File: src/rtl/flag_cond_pkg.sv
// rtl/flag_cond_pkg.sv - shared condition codes, FSM states and status bit indices
package flag_cond_pkg;

  localparam logic [3:0] COND_AL = 4'd0;
  localparam logic [3:0] COND_EQ = 4'd1;
  localparam logic [3:0] COND_NE = 4'd2;
  localparam logic [3:0] COND_CS = 4'd3;
  localparam logic [3:0] COND_CC = 4'd4;
  localparam logic [3:0] COND_MI = 4'd5;
  localparam logic [3:0] COND_PL = 4'd6;
  localparam logic [3:0] COND_VS = 4'd7;
  localparam logic [3:0] COND_VC = 4'd8;
  localparam logic [3:0] COND_PE = 4'd9;
  localparam logic [3:0] COND_PO = 4'd10;
  localparam logic [3:0] COND_GE = 4'd11;
  localparam logic [3:0] COND_LT = 4'd12;
  localparam logic [3:0] COND_GT = 4'd13;
  localparam logic [3:0] COND_LE = 4'd14;
  localparam logic [3:0] COND_NV = 4'd15;

  localparam int ST_S  = 4;
  localparam int ST_ZR = 3;
  localparam int ST_CY = 2;
  localparam int ST_P  = 1;
  localparam int ST_V  = 0;

  typedef enum logic [1:0] {
    STATE_EMPTY  = 2'd0,
    STATE_LOADED = 2'd1,
    STATE_EVAL   = 2'd2
  } state_t;

endpackage

File: src/rtl/flag_cond_eval.sv
// rtl/flag_cond_eval.sv - combinational branch-condition decoder over {S, ZR, CY, P, V}
module flag_cond_eval
  import flag_cond_pkg::*;
(
  input  logic [4:0] i_status,
  input  logic [3:0] i_cond_code,
  output logic       o_taken
);

  logic w_s, w_zr, w_cy, w_p, w_v;

  assign w_s  = i_status[ST_S];
  assign w_zr = i_status[ST_ZR];
  assign w_cy = i_status[ST_CY];
  assign w_p  = i_status[ST_P];
  assign w_v  = i_status[ST_V];

  always_comb begin
    o_taken = 1'b0;
    case (i_cond_code)
      COND_AL: o_taken = 1'b1;
      COND_EQ: o_taken = w_zr;
      COND_NE: o_taken = !w_zr;
      COND_CS: o_taken = w_cy;
      COND_CC: o_taken = !w_cy;
      COND_MI: o_taken = w_s;
      COND_PL: o_taken = !w_s;
      COND_VS: o_taken = w_v;
      COND_VC: o_taken = !w_v;
      COND_PE: o_taken = w_p;
      COND_PO: o_taken = !w_p;
      COND_GE: o_taken = (w_s == w_v);
      COND_LT: o_taken = (w_s != w_v);
      COND_GT: o_taken = !w_zr && (w_s == w_v);
      COND_LE: o_taken = w_zr || (w_s != w_v);
      COND_NV: o_taken = 1'b0;
      default: o_taken = 1'b0;
    endcase
  end

endmodule

File: src/rtl/flag_cond_unit.sv
// rtl/flag_cond_unit.sv - ALU result/flag capture with condition query handshake
// Optional saturating V/CY event counters with FLAG_CNT_EN.
module flag_cond_unit
  import flag_cond_pkg::*;
#(
  parameter int WIDTH = 16
`ifdef FLAG_CNT_EN
  , parameter int CNT_W = 8
`endif
) (
  input  logic             i_clk,
  input  logic             i_rst,
  input  logic             i_res_valid,
  output logic             o_res_ready,
  input  logic [WIDTH-1:0] i_res_z,
  input  logic             i_res_s,
  input  logic             i_res_zr,
  input  logic             i_res_cy,
  input  logic             i_res_p,
  input  logic             i_res_v,
  input  logic             i_cond_req,
  input  logic [3:0]       i_cond_code,
  output logic             o_cond_ack,
  output logic             o_cond_taken,
  output logic [WIDTH-1:0] o_last_z,
  output logic [4:0]       o_status,
  output logic             o_stat_valid,
  output logic             o_sticky_v,
  input  logic             i_clr_sticky
`ifdef FLAG_CNT_EN
  , output logic [CNT_W-1:0] o_v_count
  , output logic [CNT_W-1:0] o_cy_count
`endif
);

  state_t           r_state;
  logic [WIDTH-1:0] r_last_z;
  logic [4:0]       r_status;
  logic             r_stat_valid;
  logic             r_sticky_v;
  logic             r_cond_ack;
  logic             r_cond_taken;
  logic             w_cap;
  logic             w_taken;

  // Queries win over captures in LOADED; EVAL blocks captures so status stays frozen.
  assign o_res_ready = (r_state == STATE_EMPTY) ||
                       ((r_state == STATE_LOADED) && !i_cond_req);
  assign w_cap       = i_res_valid && o_res_ready;

  flag_cond_eval u_eval (
    .i_status    (r_status),
    .i_cond_code (i_cond_code),
    .o_taken     (w_taken)
  );

  always_ff @(posedge i_clk) begin
    if (i_rst) begin
      r_state      <= STATE_EMPTY;
      r_last_z     <= '0;
      r_status     <= '0;
      r_stat_valid <= 1'b0;
      r_sticky_v   <= 1'b0;
      r_cond_ack   <= 1'b0;
      r_cond_taken <= 1'b0;
    end else begin
      if (w_cap) begin
        r_last_z     <= i_res_z;
        r_status     <= {i_res_s, i_res_zr, i_res_cy, i_res_p, i_res_v};
        r_stat_valid <= 1'b1;
      end
      if (w_cap && i_res_v) begin
        r_sticky_v <= 1'b1;
      end else if (i_clr_sticky) begin
        r_sticky_v <= 1'b0;
      end
      case (r_state)
        STATE_EMPTY: begin
          r_cond_ack <= 1'b0;
          if (w_cap) r_state <= STATE_LOADED;
        end
        STATE_LOADED: begin
          if (i_cond_req) begin
            r_state      <= STATE_EVAL;
            r_cond_ack   <= 1'b1;
            r_cond_taken <= w_taken;
          end
        end
        STATE_EVAL: begin
          r_state    <= STATE_LOADED;
          r_cond_ack <= 1'b0;
        end
        default: begin
          r_state    <= STATE_EMPTY;
          r_cond_ack <= 1'b0;
        end
      endcase
    end
  end

`ifdef FLAG_CNT_EN
  logic [CNT_W-1:0] r_v_count;
  logic [CNT_W-1:0] r_cy_count;
  localparam logic [CNT_W-1:0] CNT_ONE = {{(CNT_W-1){1'b0}}, 1'b1};

  // Clear beats a coincident increment; counts saturate at all-ones.
  always_ff @(posedge i_clk) begin
    if (i_rst || i_clr_sticky) begin
      r_v_count  <= '0;
      r_cy_count <= '0;
    end else begin
      if (w_cap && i_res_v && (r_v_count != '1))   r_v_count  <= r_v_count + CNT_ONE;
      if (w_cap && i_res_cy && (r_cy_count != '1)) r_cy_count <= r_cy_count + CNT_ONE;
    end
  end

  assign o_v_count  = r_v_count;
  assign o_cy_count = r_cy_count;
`endif

  assign o_last_z     = r_last_z;
  assign o_status     = r_status;
  assign o_stat_valid = r_stat_valid;
  assign o_sticky_v   = r_sticky_v;
  assign o_cond_ack   = r_cond_ack;
  assign o_cond_taken = r_cond_taken;

endmodule

File: config.mk
export PLATFORM = sky130hd
export DESIGN_NAME = flag_cond_unit
export DESIGN_NICKNAME = d
export VERILOG_FILES = /design/src/rtl/flag_cond_pkg.sv /design/src/rtl/flag_cond_eval.sv /design/src/rtl/flag_cond_unit.sv
export SDC_FILE = /design/constraint.sdc
export NUM_CORES = 1
export LEC_CHECK = 0
export ABC_AREA = 1
export CAP_MARGIN = 20
export CORE_UTILIZATION = 25
export CTS_CLUSTER_DIAMETER = 200
export DETAILED_ROUTE_END_ITERATION = 16
export GPL_ROUTABILITY_DRIVEN = 0
export PLACE_DENSITY_LB_ADDON = 0.1
export SLEW_MARGIN = 10
export SYNTH_ARGS = -nofsm -noshare
export SYNTH_HDL_FRONTEND = slang
export SYNTH_SLANG_ARGS = --single-unit
File: constraint.sdc
create_clock -name i_clk -period 1.1 [get_ports i_clk]
set_clock_uncertainty 0.15 [all_clocks]
set_input_delay 0.275 -clock i_clk [delete_from_list [all_inputs] [get_ports i_clk]]
set_output_delay 0.275 -clock i_clk [all_outputs]
set_load 0.02 [all_outputs]
==> results.txt, run 1 <==
----------------------------------------------------
[Synth]
  Synthesis-stage register bit count ... 27
  Ys Warns ... 0
  Sequential cell area fraction in the yosys report ... 0.449
  Average cell area after synthesis ... around 7.5 sq um
  Number of instances in the synthesized netlist ... 160
  Synth unique cells ... 20
  Post-synthesis instance area ... roughly 0.0012 sq mm
  Synthesized Nets ... 190

[Drt]
  Total DRC errors in the routed layout ... 0
  Routed via count divided by cell count ... 4.59
  Wire length reported by the detailed router ... approximately 3800 microns
  Pre-Repair DR Iteration Count ... 4
  Count of routing violations after the opening detailed-route iteration ... 46
  Detailed-route wire length per cell ... 12.5 microns
  Remaining antenna violation count after routing ... 0
  Via count ... approximately 1400

[Floorplan]
  Initial standard-cell utilization of the core ... 0.268
  Horiz. Die Dim ... 71.4 microns
  Core region area ... about 0.0045 sq mm
  Number of primary I/O pins ... between 50 and 60
  Rows ... 24
  Y dimension of the die ... around 71 microns
  Die Footprint ... 0.00510 sq mm

[Status]
  Failing checks ... negative setup slack
  Result of the run ... complete, but fails checks

[Power]
  Power density over the cells ... about 1000 mW/mm^2
  Leakage ... about 1.2 nW
  Highest ir drop seen on vdd ... about 0.00054 V

[Global routing]
  Largest net degree at the start of global routing ... 19
  Grt total ovfl ... 0
  Antenna violations before repair ... 0
  Overall global routing resource usage ... 0.144
  First-pass GRT wire length ... between 5000 and 6000 microns
  Vias in the first global route ... approximately 1400

[Final layout]
  Antenna diode count ... 0
  Core Util, Final ... 0.559
  Area growth syn-to-layout ... 109%
  Post-route cell area ... 0.00252 sq mm
  Fraction of final layout cells sized beyond drive strength 1 ... 0.622
  Number of nets at the end of the flow ... roughly 290

[STA]
  Worst Slack Setup Final ... -227 ps
  Final Max Slew Viols ... 0
  Slew of the pin with the lowest slew margin ... 395 ps
  Relative slew margins ... 0.736
  Final-report setup violation count ... 50
  Top achievable clock speed ... between 700 and 800 MHz
  Share of the cycle needed by the critical path after routing ... 1.21
  RSZ-0062 raised after global routing ... true
  Final number of hold-violating endpoints ... 0
  Hold_ws ... roughly 320 ps
  Fin crit period ... between 1000 and 1500 ps

[Clocking]
  Clock net sink count ... 27
  CTS tree ... done
  CTS clock-pin slew for the worst setup and hold paths ... 90 ps
  Number of buffers on the longest clock path ... 2
  Worst-Skew Late Latency ... 270 ps
  Clock Tree Root ... sky130_fd_sc_hd__clkbuf_8
  Total CTS buffers ... 3
  Depth of the CTS H-tree ... 1

[Placed design]
  Detailed-placement wirelength estimate ... approximately 2500 microns
  Placed instance area ... 0.00200 sq mm
  Count of buffers inserted at the top-level ports ... 55

[Critical path]
  Class of the most critical setup path ... register to register
  Data arrival time of the critical path ... between 1000 and 1500 ps
  Setup crit start kind ... register
  Data required time of the worst path ... between 1000 and 1500 ps
  Crit path capture type ... register
  Worst-path fanout max ... 6

[Job]
  Max Cap Viol ... 0

[Worst hold path]
  Hold Crit Class ... register to register

----------------------------------------------------
## per-layer routing
| layer | GRT usage | share of wire | vias up |
|---|---|---|---|
| met3 | 0.0366 | 0.050 | 5 |
| met5 | 0 | 0 | - |
| met2 | 0.255 | 0.53 | 35 |
| li1 | - | - | 711 |
| met1 | 0.170 | 0.41 | 653 |
| met4 | 0.0467 | 0.013 | 0 |
## power breakdown
group | internal, mW | switching, mW
Combinational | 0.468 | 0.423
Sequential | 1.05 | 0.0566
Clock | 0.260 | 0.314
Total | 1.78 | 0.794
## stage by stage
step	cells	setup slack (ps)	setup TNS, ps	power (mW)
2_1_floorplan	160	-156	-2720	1.41
3_3_place_gp	287	-840	-22630	1.75
3_5_place_dp	287	-853	-23260	1.76
4_1_cts	292	-224	-5610	2.40
5_1_grt	306	-294	-8350	2.70
6_report	306	-227	-6750	2.57
## worst paths after layout
path / start / endpoint / slack, ps / cells past startpoint
hold reg to reg: o_last_z[3]$_SDFFE_PP0P_ / o_last_z[3]$_SDFFE_PP0P_ / 320 / 2
setup reg to reg: r_state[0]$_SDFFE_PP0P_ / o_last_z[2]$_SDFFE_PP0P_ / -230 / 6
hold / removal: o_last_z[3]$_SDFFE_PP0P_ / o_last_z[3]$_SDFFE_PP0P_ / 320 / 2
setup / recovery: r_state[0]$_SDFFE_PP0P_ / o_last_z[2]$_SDFFE_PP0P_ / -230 / 6
## registers in the layout, summed over array words and instances (netlist names)
register,cells
o_cond_ack,1
o_cond_taken,1
o_last_z,16
o_stat_valid,1
o_status,5
o_sticky_v,1
r_state,2
## layout by cell type, fill, tap and decap left out, drive strengths merged
master / n
a21oi: 24
clkdlybuf4s50: 22
buf: 61
inv: 19
nand3b: 1
nand3: 9
nand4: 1
o21a: 1
dlygate4sd2: 6
nor2: 11
o21bai: 1
clkbuf: 5
o211ai: 1
nand2: 55
dlymetal6s2s: 1
clkinv: 1
dfxtp: 27
o21ai: 8
## synth_stat cells, drive strengths merged
cell,number,area share
a21oi,24,0.13
buf,4,0.032
clkbuf,1,0.0031
dfxtp,27,0.45
inv,17,0.057
nand2,54,0.19
nand3,9,0.037
nand3b,1,0.0062
nand4,1,0.0052
nor2,11,0.034
o211ai,1,0.0062
o21a,1,0.0062
o21ai,8,0.033
o21bai,1,0.0062
## critical path, cell delays in order (launching register included)
cell                        delay, ps
sky130_fd_sc_hd__dfxtp_2          340
sky130_fd_sc_hd__a21oi_4          140
sky130_fd_sc_hd__buf_6            160
sky130_fd_sc_hd__nand2_8          100
sky130_fd_sc_hd__clkbuf_16        210
sky130_fd_sc_hd__nand2_1           60
sky130_fd_sc_hd__a21oi_1           50
## kinds of logic after synthesis
group           count (synthesis)  synth area share
simple gates                   76             0.276
compound gates                 35             0.183
flops                          27             0.449
buf+inv                        22            0.0924
## what timing repair did
item | in CTS | in global routing
endpoints found under the hold margin | 0 | 0
gates resized for setup | 203 | 67
hold buffers | 0 | 0
cloned | 0 | 5
pin swaps | 3 | 19
setup buffers | 1 | 9
endpoints found under the setup margin | 53 | 52
## layout make-up
type | instances | area [sq um]
inverters | 17 | 83.8
well taps | 52 | 65.1
repair buffers | 91 | 932
flip-flops and latches | 27 | 587
clock buffers | 4 | 45.0
multi-input cells | 112 | 772
fillers | 434 | 1990
repair inverters | 3 | 33.8
(Power assumes the default switching activity.)
==> run 2: changes to the inputs <==
--- a/config.mk
+++ b/config.mk
@@ -7,7 +7,7 @@
 export LEC_CHECK = 0
 export ABC_AREA = 1
 export CAP_MARGIN = 20
-export CORE_UTILIZATION = 25
+export CORE_UTILIZATION = 36
 export CTS_CLUSTER_DIAMETER = 200
 export DETAILED_ROUTE_END_ITERATION = 16
 export GPL_ROUTABILITY_DRIVEN = 0
==> results.txt, run 2 (same netlist as run 1, synthesis figures left out) <==
----------------------------------------------------
[Status]
  Result of the run ... complete, but fails checks (unchanged)
  Failing checks ... negative setup slack (unchanged)

[Clocking]
  Clock Tree Root ... sky130_fd_sc_hd__clkbuf_4 (was sky130_fd_sc_hd__clkbuf_8)
  CTS clock-pin slew for the worst setup and hold paths ... 150 ps (was 90 ps)
  Clock net sink count ... 27 (unchanged)
  Depth of the CTS H-tree ... 1 (unchanged)
  Total CTS buffers ... 3 (unchanged)
  CTS hold repair buffers ... 0 (unchanged)
  Number of buffers on the longest clock path ... 2 (unchanged)
  CTS tree ... done (unchanged)
  Worst-Skew Late Latency ... 320 ps (was 270 ps)

[STA]
  Top achievable clock speed ... 729 MHz (was 754 MHz)
  Share of the cycle needed by the critical path after routing ... 1.25 (was 1.21)
  RSZ-0062 raised after global routing ... true (unchanged)
  Final-report setup violation count ... 50 (unchanged)
  Final Max Slew Viols ... 0 (unchanged)
  Final number of hold-violating endpoints ... 0 (unchanged)
  Relative slew margins ... 0.812 (was 0.736)
  Worst Slack Setup Final ... -271 ps (was -227 ps)
  Fin crit period ... 1370 ps (was 1330 ps)
  Slew of the pin with the lowest slew margin ... 281 ps (was 395 ps)
  Setup tns final ... -8490 ps (was -6750 ps)
  Hold_ws ... 153 ps (was 320 ps)

[Critical path]
  RR Startpoint ... r_state[0]$_SDFFE_PP0P_ (unchanged)
  Setup crit start kind ... register (unchanged)
  Peak per-stage delay on the critical path ... 360 ps (was 340 ps)
  CP Capture Point ... o_status[1]$_SDFFE_PP0P_ (was o_last_z[2]$_SDFFE_PP0P_)
  Cell breakdown of the critical path ... a21oi_4 > buf_4 > nand2_8 > buf_12 > o21ai_0 > a21oi_1 (was a21oi_4 > buf_6 > nand2_8 > clkbuf_16 > nand2_1 > a21oi_1)
  Slowest cell on the critical path ... sky130_fd_sc_hd__dfxtp_2 (unchanged)
  Data arrival time of the critical path ... 1450 ps (was 1350 ps)
  Startpoint of the most critical setup path ... r_state[0]$_SDFFE_PP0P_ (unchanged)
  CP Depth ... 6 (unchanged)
  Crit path capture type ... register (unchanged)
  Class of the most critical setup path ... register to register (unchanged)
  Data required time of the worst path ... 1180 ps (was 1120 ps)
  Depth of the worst register-to-register path ... 6 (unchanged)
  Reg-to-reg critical path endpoint ... o_status[1]$_SDFFE_PP0P_ (was o_last_z[2]$_SDFFE_PP0P_)
  Buf+Inv Stages, Crit Path ... 2 (unchanged)
  CP delay by family, top ... flip-flops (was buffers and inverters)
  Worst-path fanout max ... 8 (was 6)
  Setup slack of the worst register-to-register path ... -270 ps (was -230 ps)

[Floorplan]
  Die Footprint ... 0.00358 sq mm (was 0.00510 sq mm)
  Core region area ... 0.00310 sq mm (was 0.00450 sq mm)
  Number of primary I/O pins ... 56 (unchanged)
  Horiz. Die Dim ... 59.9 microns (was 71.4 microns)
  Initial standard-cell utilization of the core ... 0.388 (was 0.268)
  Y dimension of the die ... 59.9 microns (was 71.4 microns)
  Rows ... 20 (was 24)

[Power]
  Power density over the cells ... 1020 mW/mm^2 (about the same)
  Leakage ... 1.00 nW (was 1.16 nW)
  Highest ir drop seen on vdd ... 0.000754 V (was 0.000544 V)

[Job]
  Max Cap Viol ... 0 (unchanged)

[Final layout]
  Antenna diode count ... 0 (unchanged)
  Fraction of final layout cells sized beyond drive strength 1 ... 0.527 (was 0.622)
  Number of nets at the end of the flow ... 276 (was 285)
  Area growth syn-to-layout ... 87.5% (was 109%)
  Max reg flops ... 16 (unchanged)
  Top library cells by usage in the layout, fill and taps aside ... sky130_fd_sc_hd__nand2_1 (40), sky130_fd_sc_hd__buf_6 (29), sky130_fd_sc_hd__dfxtp_2 (25) (was sky130_fd_sc_hd__buf_6 (35), sky130_fd_sc_hd__nand2_1 (25), sky130_fd_sc_hd__buf_4 (23))
  Leading cell type in the layout, fill and taps excluded ... sky130_fd_sc_hd__nand2_1 (was sky130_fd_sc_hd__buf_6)

[Global routing]
  Vias in the first global route ... 1279 (was 1354)
  Antenna violations before repair ... 0 (unchanged)
  Overall global routing resource usage ... 0.196 (was 0.144)
  Grt total ovfl ... 0 (unchanged)
  Largest net degree at the start of global routing ... 19 (unchanged)
  First-pass GRT wire length ... 5260 microns (was 5910 microns)

[Placed design]
  Count of buffers inserted at the top-level ports ... 55 (unchanged)
  Detailed-placement wirelength estimate ... 2270 microns (was 2510 microns)

[Drt]
  Count of routing violations after the opening detailed-route iteration ... 79 (was 46)
  Total DRC errors in the routed layout ... 0 (unchanged)
  Wire length reported by the detailed router ... 3500 microns (was 3830 microns)
  Via count ... 1352 (was 1404)
  Routed via count divided by cell count ... 4.68 (was 4.59)
  Pre-Repair DR Iteration Count ... 4 (unchanged)
  Detailed-route wire length per cell ... 12.1 microns (was 12.5 microns)
  Remaining antenna violation count after routing ... 0 (unchanged)

[Worst hold path]
  Hold Crit Class ... input port to register (was register to register)

----------------------------------------------------
## run 2: worst min-delay path by stage
stage                               from                         to  slack (ps)  depth (start not counted)
2_1_floorplan                      i_rst    o_cond_ack$_SDFFE_PP0P_         240                          1
3_3_place_gp   o_stat_valid$_SDFFE_PP0P_  o_stat_valid$_SDFFE_PP0P_         290                          1
3_5_place_dp   o_stat_valid$_SDFFE_PP0P_  o_stat_valid$_SDFFE_PP0P_         300                          1
4_1_cts                       i_res_z[1]   o_last_z[1]$_SDFFE_PP0P_         320                          3
5_1_grt                            i_rst    o_cond_ack$_SDFFE_PP0P_         140                          2
6_report                           i_rst    o_cond_ack$_SDFFE_PP0P_         150                          2
## run 2: area by class of cell
class / count / area (sq um)
multi-input combinational: 111 / 626
clock inverter: 1 / 5.00
sequential: 27 / 579
timing repair buffer: 83 / 870
tap: 44 / 55.1
timing repair inverter: 3 / 28.8
inverter: 17 / 73.8
clock buffer: 3 / 22.5
fill: 256 / 843
## run 2: where the power goes
group	internal (mW)	total, mW	switching (mW)
Clock	0.136	0.422	0.286
Sequential	1.05	1.10	0.0477
Combinational	0.421	0.790	0.369
## run 2: metrics by stage
step	power, mW	instances	instance area, sq um	setup slack (ps)	util
2_1_floorplan	1.41	160	1230	-156	-
3_3_place_gp	1.74	275	1970	-834	0.635
3_5_place_dp	1.76	275	1970	-870	0.635
4_1_cts	2.27	286	2150	-283	0.693
5_1_grt	2.44	289	2260	-319	0.728
6_report	2.31	289	2260	-271	0.728
## run 2: timing repair
item	CTS	global route
buffers inserted	4	1
pin swaps	8	7
resized for setup	201	18
setup endpoints to repair	52	52
cloned	3	2
## run 2: layer usage
layer,routed length (microns),share of wire,vias to the layer above,global-route usage
met4,24,0.0069,0,0.0565
met5,0,0,-,0
met2,1860,0.53,39,0.371
li1,-,-,687,-
met3,183,0.052,2,0.0563
met1,1440,0.41,624,0.207
## run 2: worst reg2reg max path, cell delays in order (launching register included)
cell	delay (ps)
sky130_fd_sc_hd__dfxtp_2	360
sky130_fd_sc_hd__a21oi_4	130
sky130_fd_sc_hd__buf_4	150
sky130_fd_sc_hd__nand2_8	130
sky130_fd_sc_hd__buf_12	180
sky130_fd_sc_hd__o21ai_0	130
sky130_fd_sc_hd__a21oi_1	50
